[config.mk]
export PLATFORM = sky130hd
export DESIGN_NAME = ysyx_220578_ifu_multicycle
export DESIGN_NICKNAME = d
export VERILOG_FILES = /design/src/rtl/ysyx_220578_ifu_pkg.sv /design/src/rtl/ysyx_220578_ifu_pc_gen.sv /design/src/rtl/ysyx_220578_ifu_multicycle.sv
export SDC_FILE = /design/constraint.sdc
export NUM_CORES = 1
export LEC_CHECK = 0
export ABC_AREA = 1
export BUFFER_PORTS_ARGS = -buffer_cell sky130_fd_sc_hd__buf_2
export CORE_MARGIN = 3
export CORE_UTILIZATION = 30
export CTS_BUF_LIST = sky130_fd_sc_hd__clkbuf_4
export DETAILED_ROUTE_END_ITERATION = 6
export PLACE_DENSITY = 0.53
export RECOVER_POWER = 100
export SLEW_MARGIN = 20
export SYNTH_ARGS = -nofsm -noshare
export SYNTH_HDL_FRONTEND = slang
export SYNTH_SLANG_ARGS = --single-unit
[constraint.sdc]
create_clock -name clk -period 2.2 [get_ports clk]
set_clock_uncertainty 0.1 [all_clocks]
set_input_delay 0.33 -clock clk [delete_from_list [all_inputs] [get_ports clk]]
set_output_delay 0.33 -clock clk [all_outputs]
set_load 0.005 [all_outputs]
[src/rtl/ysyx_220578_ifu_pkg.sv]
`default_nettype none
// ============================================================================
// Module   : ysyx_220578_ifu_pkg
// Purpose  : Shared types and constants for the multi-cycle instruction fetch
//            unit: FSM state encoding and the default reset PC and PC step.
//            The INST_ZERO constant is used for fault-only deliveries.
// Revision : 1.0 - initial release
// ============================================================================
package ysyx_220578_ifu_pkg;

  // Fetch FSM: issue request, wait for the response, drop a squashed
  // response, hold the result until the decoder takes it.
  typedef enum logic [1:0] {
    S_REQ  = 2'd0,
    S_WAIT = 2'd1,
    S_DROP = 2'd2,
    S_HOLD = 2'd3
  } ifu_state_e;

  localparam logic [63:0] C_RESET_PC  = 64'h0000_0000_8000_0000;
  localparam int          C_PC_STEP   = 4;
  localparam logic [31:0] C_INST_ZERO = 32'h0000_0000;

endpackage : ysyx_220578_ifu_pkg
`default_nettype wire

[src/rtl/ysyx_220578_ifu_pc_gen.sv]
`default_nettype none
// ============================================================================
// Module   : ysyx_220578_ifu_pc_gen
// Purpose  : Program counter register of the fetch unit.
//            Priority: reset > redirect > advance > hold.
// Ports    : clk, rst (async, active-low)
//            i_redirect_valid / i_redirect_pc : load a new PC
//            i_advance                        : step PC after a delivery
//            o_pc                             : current PC
// Revision : 1.0 - initial release
// ============================================================================
module ysyx_220578_ifu_pc_gen #(
  parameter int                  PC_WIDTH = 64,
  parameter logic [PC_WIDTH-1:0] RESET_PC = PC_WIDTH'(64'h8000_0000),
  parameter int                  PC_STEP  = 4
) (
  input  logic                clk,
  input  logic                rst,
  input  logic                i_redirect_valid,
  input  logic [PC_WIDTH-1:0] i_redirect_pc,
  input  logic                i_advance,
  output logic [PC_WIDTH-1:0] o_pc
);

  localparam logic [PC_WIDTH-1:0] C_STEP = PC_WIDTH'(PC_STEP);

  logic [PC_WIDTH-1:0] r_pc;

  // The add wraps naturally at the top of the address space.
  always_ff @(posedge clk or negedge rst) begin
    if (!rst) begin
      r_pc <= RESET_PC;
    end else if (i_redirect_valid) begin
      r_pc <= i_redirect_pc;
    end else if (i_advance) begin
      r_pc <= r_pc + C_STEP;
    end
  end

  assign o_pc = r_pc;

endmodule : ysyx_220578_ifu_pc_gen
`default_nettype wire

[src/rtl/ysyx_220578_ifu_multicycle.sv]
`default_nettype none
// ============================================================================
// Module   : ysyx_220578_ifu_multicycle
// Purpose  : Multi-cycle instruction fetch unit with its own PC. Issues one
//            request at a time to instruction memory over valid/ready request
//            and response channels and hands each instruction with its PC and
//            fault flag to the decoder over a valid/ready channel. A redirect
//            is accepted in any cycle and squashes any in-flight fetch.
// Ports    : clk, rst (async, active-low)
//            imem_req_*  : fetch request (valid/ready/addr)
//            imem_rsp_*  : fetch response (valid/ready/inst/err)
//            redirect_*  : new PC target
//            out_*       : instruction to decoder (valid/ready/inst/pc/err)
// Options  : YSYX_220578_IFU_MISALIGN_CHK_EN - when defined, a PC with
//            nonzero low two bits is not fetched; a fault-only instruction
//            (inst 0, err 1) is delivered instead.
// Revision : 1.0 - initial release
// ============================================================================
module ysyx_220578_ifu_multicycle
  import ysyx_220578_ifu_pkg::*;
#(
  parameter int                  PC_WIDTH   = 64,
  parameter int                  INST_WIDTH = 32,
  parameter logic [PC_WIDTH-1:0] RESET_PC   = PC_WIDTH'(C_RESET_PC),
  parameter int                  PC_STEP    = C_PC_STEP
) (
  input  logic                  clk,
  input  logic                  rst,
  output logic                  imem_req_valid,
  input  logic                  imem_req_ready,
  output logic [PC_WIDTH-1:0]   imem_req_addr,
  input  logic                  imem_rsp_valid,
  output logic                  imem_rsp_ready,
  input  logic [INST_WIDTH-1:0] imem_rsp_inst,
  input  logic                  imem_rsp_err,
  input  logic                  redirect_valid,
  input  logic [PC_WIDTH-1:0]   redirect_pc,
  output logic                  out_valid,
  input  logic                  out_ready,
  output logic [INST_WIDTH-1:0] out_inst,
  output logic [PC_WIDTH-1:0]   out_pc,
  output logic                  out_err
);

  ifu_state_e            r_state;
  ifu_state_e            w_next;
  logic [PC_WIDTH-1:0]   w_pc;
  logic                  w_misalign;
  logic                  w_req_valid;
  logic                  w_rsp_ready;
  logic                  w_capture;
  logic                  w_fault;
  logic                  w_advance;
  logic                  w_release;

  logic                  r_out_valid;
  logic [INST_WIDTH-1:0] r_out_inst;
  logic [PC_WIDTH-1:0]   r_out_pc;
  logic                  r_out_err;

  ysyx_220578_ifu_pc_gen #(
    .PC_WIDTH (PC_WIDTH),
    .RESET_PC (RESET_PC),
    .PC_STEP  (PC_STEP)
  ) u_pc_gen (
    .clk              (clk),
    .rst              (rst),
    .i_redirect_valid (redirect_valid),
    .i_redirect_pc    (redirect_pc),
    .i_advance        (w_advance),
    .o_pc             (w_pc)
  );

`ifdef YSYX_220578_IFU_MISALIGN_CHK_EN
  assign w_misalign = (w_pc[1:0] != 2'b00);
`else
  assign w_misalign = 1'b0;
`endif

  always_ff @(posedge clk or negedge rst) begin
    if (!rst) begin
      r_state <= S_REQ;
    end else begin
      r_state <= w_next;
    end
  end

  always_comb begin
    w_next      = r_state;
    w_req_valid = 1'b0;
    w_rsp_ready = 1'b0;
    w_capture   = 1'b0;
    w_fault     = 1'b0;
    w_advance   = 1'b0;
    w_release   = 1'b0;
    case (r_state)
      S_REQ: begin
        // A redirect in this cycle only reloads the PC; the request is
        // withheld so the address never changes under a valid request.
        if (!redirect_valid) begin
          if (w_misalign) begin
            w_fault = 1'b1;
            w_next  = S_HOLD;
          end else begin
            w_req_valid = 1'b1;
            if (imem_req_ready) begin
              w_next = S_WAIT;
            end
          end
        end
      end
      S_WAIT: begin
        w_rsp_ready = 1'b1;
        if (redirect_valid) begin
          // If the response is arriving now it is consumed and dropped here,
          // otherwise it is still owed and must be drained in S_DROP.
          w_next = imem_rsp_valid ? S_REQ : S_DROP;
        end else if (imem_rsp_valid) begin
          w_capture = 1'b1;
          w_next    = S_HOLD;
        end
      end
      S_DROP: begin
        w_rsp_ready = 1'b1;
        // The owed response is swallowed even if a further redirect arrives
        // with it; waiting for another response would deadlock.
        if (imem_rsp_valid) begin
          w_next = S_REQ;
        end
      end
      S_HOLD: begin
        if (redirect_valid) begin
          w_release = 1'b1;
          w_next    = S_REQ;
        end else if (out_ready) begin
          w_release = 1'b1;
          w_advance = 1'b1;
          w_next    = S_REQ;
        end
      end
      default: begin
        w_next = S_REQ;
      end
    endcase
  end

  always_ff @(posedge clk or negedge rst) begin
    if (!rst) begin
      r_out_valid <= 1'b0;
      r_out_inst  <= '0;
      r_out_pc    <= '0;
      r_out_err   <= 1'b0;
    end else if (w_capture) begin
      r_out_valid <= 1'b1;
      r_out_inst  <= imem_rsp_inst;
      r_out_pc    <= w_pc;
      r_out_err   <= imem_rsp_err;
    end else if (w_fault) begin
      r_out_valid <= 1'b1;
      r_out_inst  <= INST_WIDTH'(C_INST_ZERO);
      r_out_pc    <= w_pc;
      r_out_err   <= 1'b1;
    end else if (w_release) begin
      r_out_valid <= 1'b0;
    end
  end

  // The request strobe is masked by reset because the reset state itself
  // would otherwise present a request whenever no redirect is pending.
  assign imem_req_valid = w_req_valid & rst;
  assign imem_req_addr  = w_pc;
  assign imem_rsp_ready = w_rsp_ready;
  assign out_valid      = r_out_valid;
  assign out_inst       = r_out_inst;
  assign out_pc         = r_out_pc;
  assign out_err        = r_out_err;

endmodule : ysyx_220578_ifu_multicycle
`default_nettype wire

==> results_tabular.tex <==
\begin{tabular}{lr}
\hline
Metric & Value \\
\hline
\multicolumn{2}{l}{\textbf{Timing}} \\
\quad Final setup viols & 0 \\
\quad Worst Max-Slew Pin Slew & around 1.2 ns \\
\quad PnR worst setup slack & 0.1518 ns \\
\quad Worst slack on hold paths & approximately 0.0076 ns \\
\quad Unrepaired setup endpoints after global routing & false \\
\quad Share of the clock period used by the worst path & 0.9310 \\
\quad Achievable Freq & between 0.4 and 0.5 GHz \\
\quad Fin. Hold Viols & 0 \\
\quad Clock period minus final worst setup slack & between 2 and 2.5 ns \\
\quad Slew Viols, Final & 0 \\
\quad Headroom to the max-slew limit & 0.2161 \\
\multicolumn{2}{l}{\textbf{Logic synthesis}} \\
\quad Yosys warns & 0 \\
\quad Mapped Nets & between 1000 and 1500 \\
\quad Post-synth EDFFs & 0 \\
\quad Dominant synthesized flop cell & sky130\_fd\_sc\_hd\_\_dfrtp\_1 \\
\quad Cell type contributing the most total cell area after synthesis & sky130\_fd\_sc\_hd\_\_dfrtp\_1 \\
\quad Most frequently used cell type in the post-synthesis netlist & sky130\_fd\_sc\_hd\_\_nand2\_1 \\
\quad Most frequent cells after synthesis & sky130\_fd\_sc\_hd\_\_nand2\_1, sky130\_fd\_sc\_hd\_\_nor2\_1, sky130\_fd\_sc\_hd\_\_dfrtp\_1 \\
\quad Post-synthesis cell area & $\sim$0.0088 sq mm \\
\quad Number of distinct standard cells referenced by the synthesized netlist & 25 \\
\quad Share of the yosys chip area belonging to registers & 0.4655 \\
\quad Area share of the leading cell type in the synthesized netlist & 0.4625 \\
\quad Cells after Synth & between 1000 and 1500 \\
\quad Top area cells in the synthesized netlist & sky130\_fd\_sc\_hd\_\_dfrtp\_1, sky130\_fd\_sc\_hd\_\_nand2\_1, sky130\_fd\_sc\_hd\_\_nor2\_1 \\
\quad Share of synthesized flip-flops with an asynchronous set or reset & 1.000 \\
\quad Mean instance size in the synthesized netlist & between 7 and 8 sq um \\
\quad Synth Register Bits & 164 \\
\multicolumn{2}{l}{\textbf{Clocking}} \\
\quad Buffer type at the clock tree root & sky130\_fd\_sc\_hd\_\_clkbuf\_4 \\
\quad Insertion delay to the later sink of the worst-skew pair & between 0.5 and 0.6 ns \\
\quad Clock transition at path regs & 0.17 ns \\
\quad CTS max path bufs & 2 \\
\quad TritonCTS clock tree & done \\
\quad TritonCTS Buffers & 17 \\
\quad Clock net sink count & approximately 160 \\
\quad CTS H-tree depth & 4 \\
\multicolumn{2}{l}{\textbf{Pwr}} \\
\quad Maximum vdd ir drop & roughly 0.54 mV \\
\quad Lkg Pwr & 5.744 nW \\
\quad Total power after layout & 12.11 mW \\
\quad P per Cell Area & 1022 mW/mm\^{}2 \\
\multicolumn{2}{l}{\textbf{Setup path}} \\
\quad Critical path start-end classification & reg -> reg \\
\quad Total number of cells along the worst setup path & 10 \\
\quad Buf+Inv Stages, Crit Path & 2 \\
\quad Crit path max-delay family & simple AND/OR/NAND/NOR gates \\
\quad Cell occurring most often along the worst timing path & sky130\_fd\_sc\_hd\_\_nand2\_1 \\
\quad Maximum fanout encountered on the critical timing path & 6 \\
\quad Sequence of cells on the critical path & ha\_2 -> inv\_1 -> nor2\_4 -> nand2\_2 -> nor2\_4 -> nand2\_1 -> nand2\_1 -> nand2\_1 -> o21ai\_1 -> inv\_1 \\
\quad Reg-to-reg endpoint & u\_pc\_gen.o\_pc[26] \\
\quad Slowest cell delay on critical path & 0.47 ns \\
\quad Arrival time reported for the critical path endpoint & 2.42 ns \\
\quad R2R Setup Slk & about 0.15 ns \\
\quad Worst endpoint required time & 2.57 ns \\
\quad Reg2reg path depth & 10 \\
\quad CP endpoint kind & register \\
\quad Worst r2r src & u\_pc\_gen.o\_pc[3] \\
\quad Startpoint type of the worst setup path & register \\
\quad Slowest stage cell, crit path & sky130\_fd\_sc\_hd\_\_dfrtp\_1 \\
\quad Worst setup path startpoint & u\_pc\_gen.o\_pc[3] \\
\quad Setup crit end & u\_pc\_gen.o\_pc[26] \\
\multicolumn{2}{l}{\textbf{Global routing}} \\
\quad Via count of the first global-routing pass & slightly above 9000 \\
\quad Most heavily used metal layer in global routing & met2 \\
\quad All-Layer GR Usage & 0.2088 \\
\quad Met2 track utilization from global routing & 0.3449 \\
\quad Met1 Usage GRT & 0.2771 \\
\quad GR Overflow Total & 0 \\
\quad Pin count of the biggest net entering global routing & 84 \\
\quad Met3 routing resource usage after global routing & 0.05071 \\
\quad Wire length of the first global-routing pass & $\sim$50 mm \\
\quad Number of antenna violations at the first check in global routing & 1 \\
\multicolumn{2}{l}{\textbf{Route}} \\
\quad Detailed-route wire length & roughly 33 mm \\
\quad DRC violation total after the first TritonRoute iteration & 648 \\
\quad Per-cell via count in the routed design & $\sim$4.7 \\
\quad First-pass DRT Iterations & 5 \\
\quad Vias after detailed routing & 9269 \\
\quad Antenna Violating Nets Remaining & 0 \\
\quad Wirelength per Cell & 16.78 um \\
\quad Remaining design rule violation count & 0 \\
\multicolumn{2}{l}{\textbf{Floorplanning}} \\
\quad Width of the chip & $\sim$180 um \\
\quad Initial cell density of the core & 0.3056 \\
\quad Die outline height & 177.5 um \\
\quad Die Outline Area & 0.03149 sq mm \\
\quad Number of placement rows & 62 \\
\quad \# IOs & about 270 \\
\quad Placeable Area & around 0.029 sq mm \\
\multicolumn{2}{l}{\textbf{Finish}} \\
\quad Final net count & approximately 1700 \\
\quad Non-Filler Cell Area, Final & 0.01185 sq mm \\
\quad Fin util & 0.4107 \\
\quad Fraction of layout instances using a drive strength above 1 & 0.1790 \\
\quad Synthesis-to-finish area growth & 34.39\% \\
\quad Filler cells & 3157 \\
\multicolumn{2}{l}{\textbf{Place}} \\
\quad Placed Instance Area & approximately 0.011 sq mm \\
\quad Port Buffers & between 200 and 300 \\
\quad Post-detailed-placement half-perimeter wirelength & between 20 and 25 mm \\
\quad Setup Slack @ Placement & -0.006002 ns \\
\quad Final weighted congestion of routability-driven global placement & approximately 0.95 \\
\multicolumn{2}{l}{\textbf{Flow run}} \\
\quad Max-cap violations & 0 \\
\multicolumn{2}{l}{\textbf{Run status}} \\
\quad Status & completed \\
\multicolumn{2}{l}{\textbf{Worst hold path}} \\
\quad Type of the tightest min-delay check & in -> reg \\
\hline
\end{tabular}
[logic make-up after synthesis]
kind of cell / Yosys count / synth area share
multiplexers: 39 / 0.04980
AO/OA/AOI/OAI: 186 / 0.1087
adder cells (fa/ha/maj): 6 / 0.008513
buffers and inverters: 170 / 0.07520
flip-flops: 164 / 0.4655
AND/OR/NAND/NOR: 644 / 0.2923
[stage by stage]
step	std cells	setup TNS (ns)
after floorplan	1209	0
after global placement	1849	0
after detailed placement	1849	-0.006002
after CTS	1974	0
after global routing	1977	0
final	1977	0
[flip-flops by register name, indices dropped and copies added (netlist names)]
| name | flops |
|---|---|
| out_pc | 64 |
| u_pc_gen.o_pc | 64 |
| out_inst | 32 |
| r_state | 2 |
| out_err | 1 |
| out_valid | 1 |
[final cells by class]
class                           count  area (sq um)  share of cell area
Clock buffer                       18         135.1             0.01140
Timing Repair Buffer              396          2422              0.2044
Inverter                          125         469.2             0.03959
Tap cell                          384         480.5             0.04054
Sequential cell                   164          4106              0.3465
Multi-Input combinational cell    875          4070              0.3434
Antenna cell                        1         2.502           0.0002111
Clock inverter                     14         165.2             0.01394
[per-layer routing]
layer  vias up  routed length, um
met3        31               2355
met4         0                550
met1      4356              14900
li1       4578                  -
met2       304              15380
met5         -                  0
[layout by cell type, fill, tap and decap left out, types with 2 or more instances in the layout]
cell type / netlist / final
sky130_fd_sc_hd__inv_1: 121 / 122
sky130_fd_sc_hd__buf_4: 0 / 18
sky130_fd_sc_hd__nand3_2: 1 / 2
sky130_fd_sc_hd__nor2_1: 179 / 176
sky130_fd_sc_hd__nand2_2: 4 / 4
sky130_fd_sc_hd__mux2_2: 39 / 39
sky130_fd_sc_hd__clkbuf_1: 18 / 113
sky130_fd_sc_hd__o22ai_1: 3 / 3
sky130_fd_sc_hd__o21ai_0: 119 / 130
sky130_fd_sc_hd__nand4_1: 9 / 9
sky130_fd_sc_hd__dlygate4sd3_1: 0 / 93
sky130_fd_sc_hd__nand2_1: 381 / 381
sky130_fd_sc_hd__inv_2: 4 / 3
sky130_fd_sc_hd__a21oi_1: 30 / 30
sky130_fd_sc_hd__clkinvlp_4: 0 / 2
sky130_fd_sc_hd__ha_1: 6 / 5
sky130_fd_sc_hd__clkbuf_4: 0 / 23
sky130_fd_sc_hd__a22oi_1: 3 / 3
sky130_fd_sc_hd__inv_8: 0 / 3
sky130_fd_sc_hd__inv_6: 0 / 3
sky130_fd_sc_hd__clkinv_4: 0 / 3
sky130_fd_sc_hd__buf_2: 20 / 159
sky130_fd_sc_hd__nor2_2: 7 / 9
sky130_fd_sc_hd__bufinv_16: 0 / 2
sky130_fd_sc_hd__o21ai_1: 28 / 17
sky130_fd_sc_hd__nor2_4: 4 / 5
sky130_fd_sc_hd__dfrtp_1: 163 / 162
sky130_fd_sc_hd__clkbuf_2: 0 / 2
sky130_fd_sc_hd__nand3_1: 59 / 58
sky130_fd_sc_hd__buf_12: 0 / 3
[worst register-to-register path, cell delays in order (launching register included)]
cell,delay (ns)
sky130_fd_sc_hd__dfrtp_1,0.47
sky130_fd_sc_hd__ha_2,0.24
sky130_fd_sc_hd__inv_1,0.07
sky130_fd_sc_hd__nor2_4,0.15
sky130_fd_sc_hd__nand2_2,0.13
sky130_fd_sc_hd__nor2_4,0.19
sky130_fd_sc_hd__nand2_1,0.15
sky130_fd_sc_hd__nand2_1,0.16
sky130_fd_sc_hd__nand2_1,0.10
sky130_fd_sc_hd__o21ai_1,0.13
sky130_fd_sc_hd__inv_1,0.05
[where the power goes]
group | switching, mW | internal (mW)
clock | 1.28 | 0.722
sequential | 1.12 | 4.29
combinational | 2.72 | 1.98
total | 5.11 | 7.00
[timing repair]
action,CTS,global route
setup buffers,0,2
hold buffers,93,0
pin swaps,0,1
hold endpoints to repair,255,0
resized for setup,1,10
setup endpoints to repair,2,18
[how the worst min path moves through the flow]
stage / cells after the start / end / startpoint / slack, ns
detailed placement: 1 / out_valid / rst / 0.14
global placement: 1 / u_pc_gen.o_pc[58] / rst / 0.14
global route: 4 / r_state[1] / imem_rsp_valid / 0.004
CTS: 5 / u_pc_gen.o_pc[54] / redirect_pc[54] / 0.001
floorplan: 0 / out_err / rst / -0.07
finish: 4 / r_state[1] / imem_rsp_valid / 0.008
Note: power is estimated with default switching activity, not from simulation.
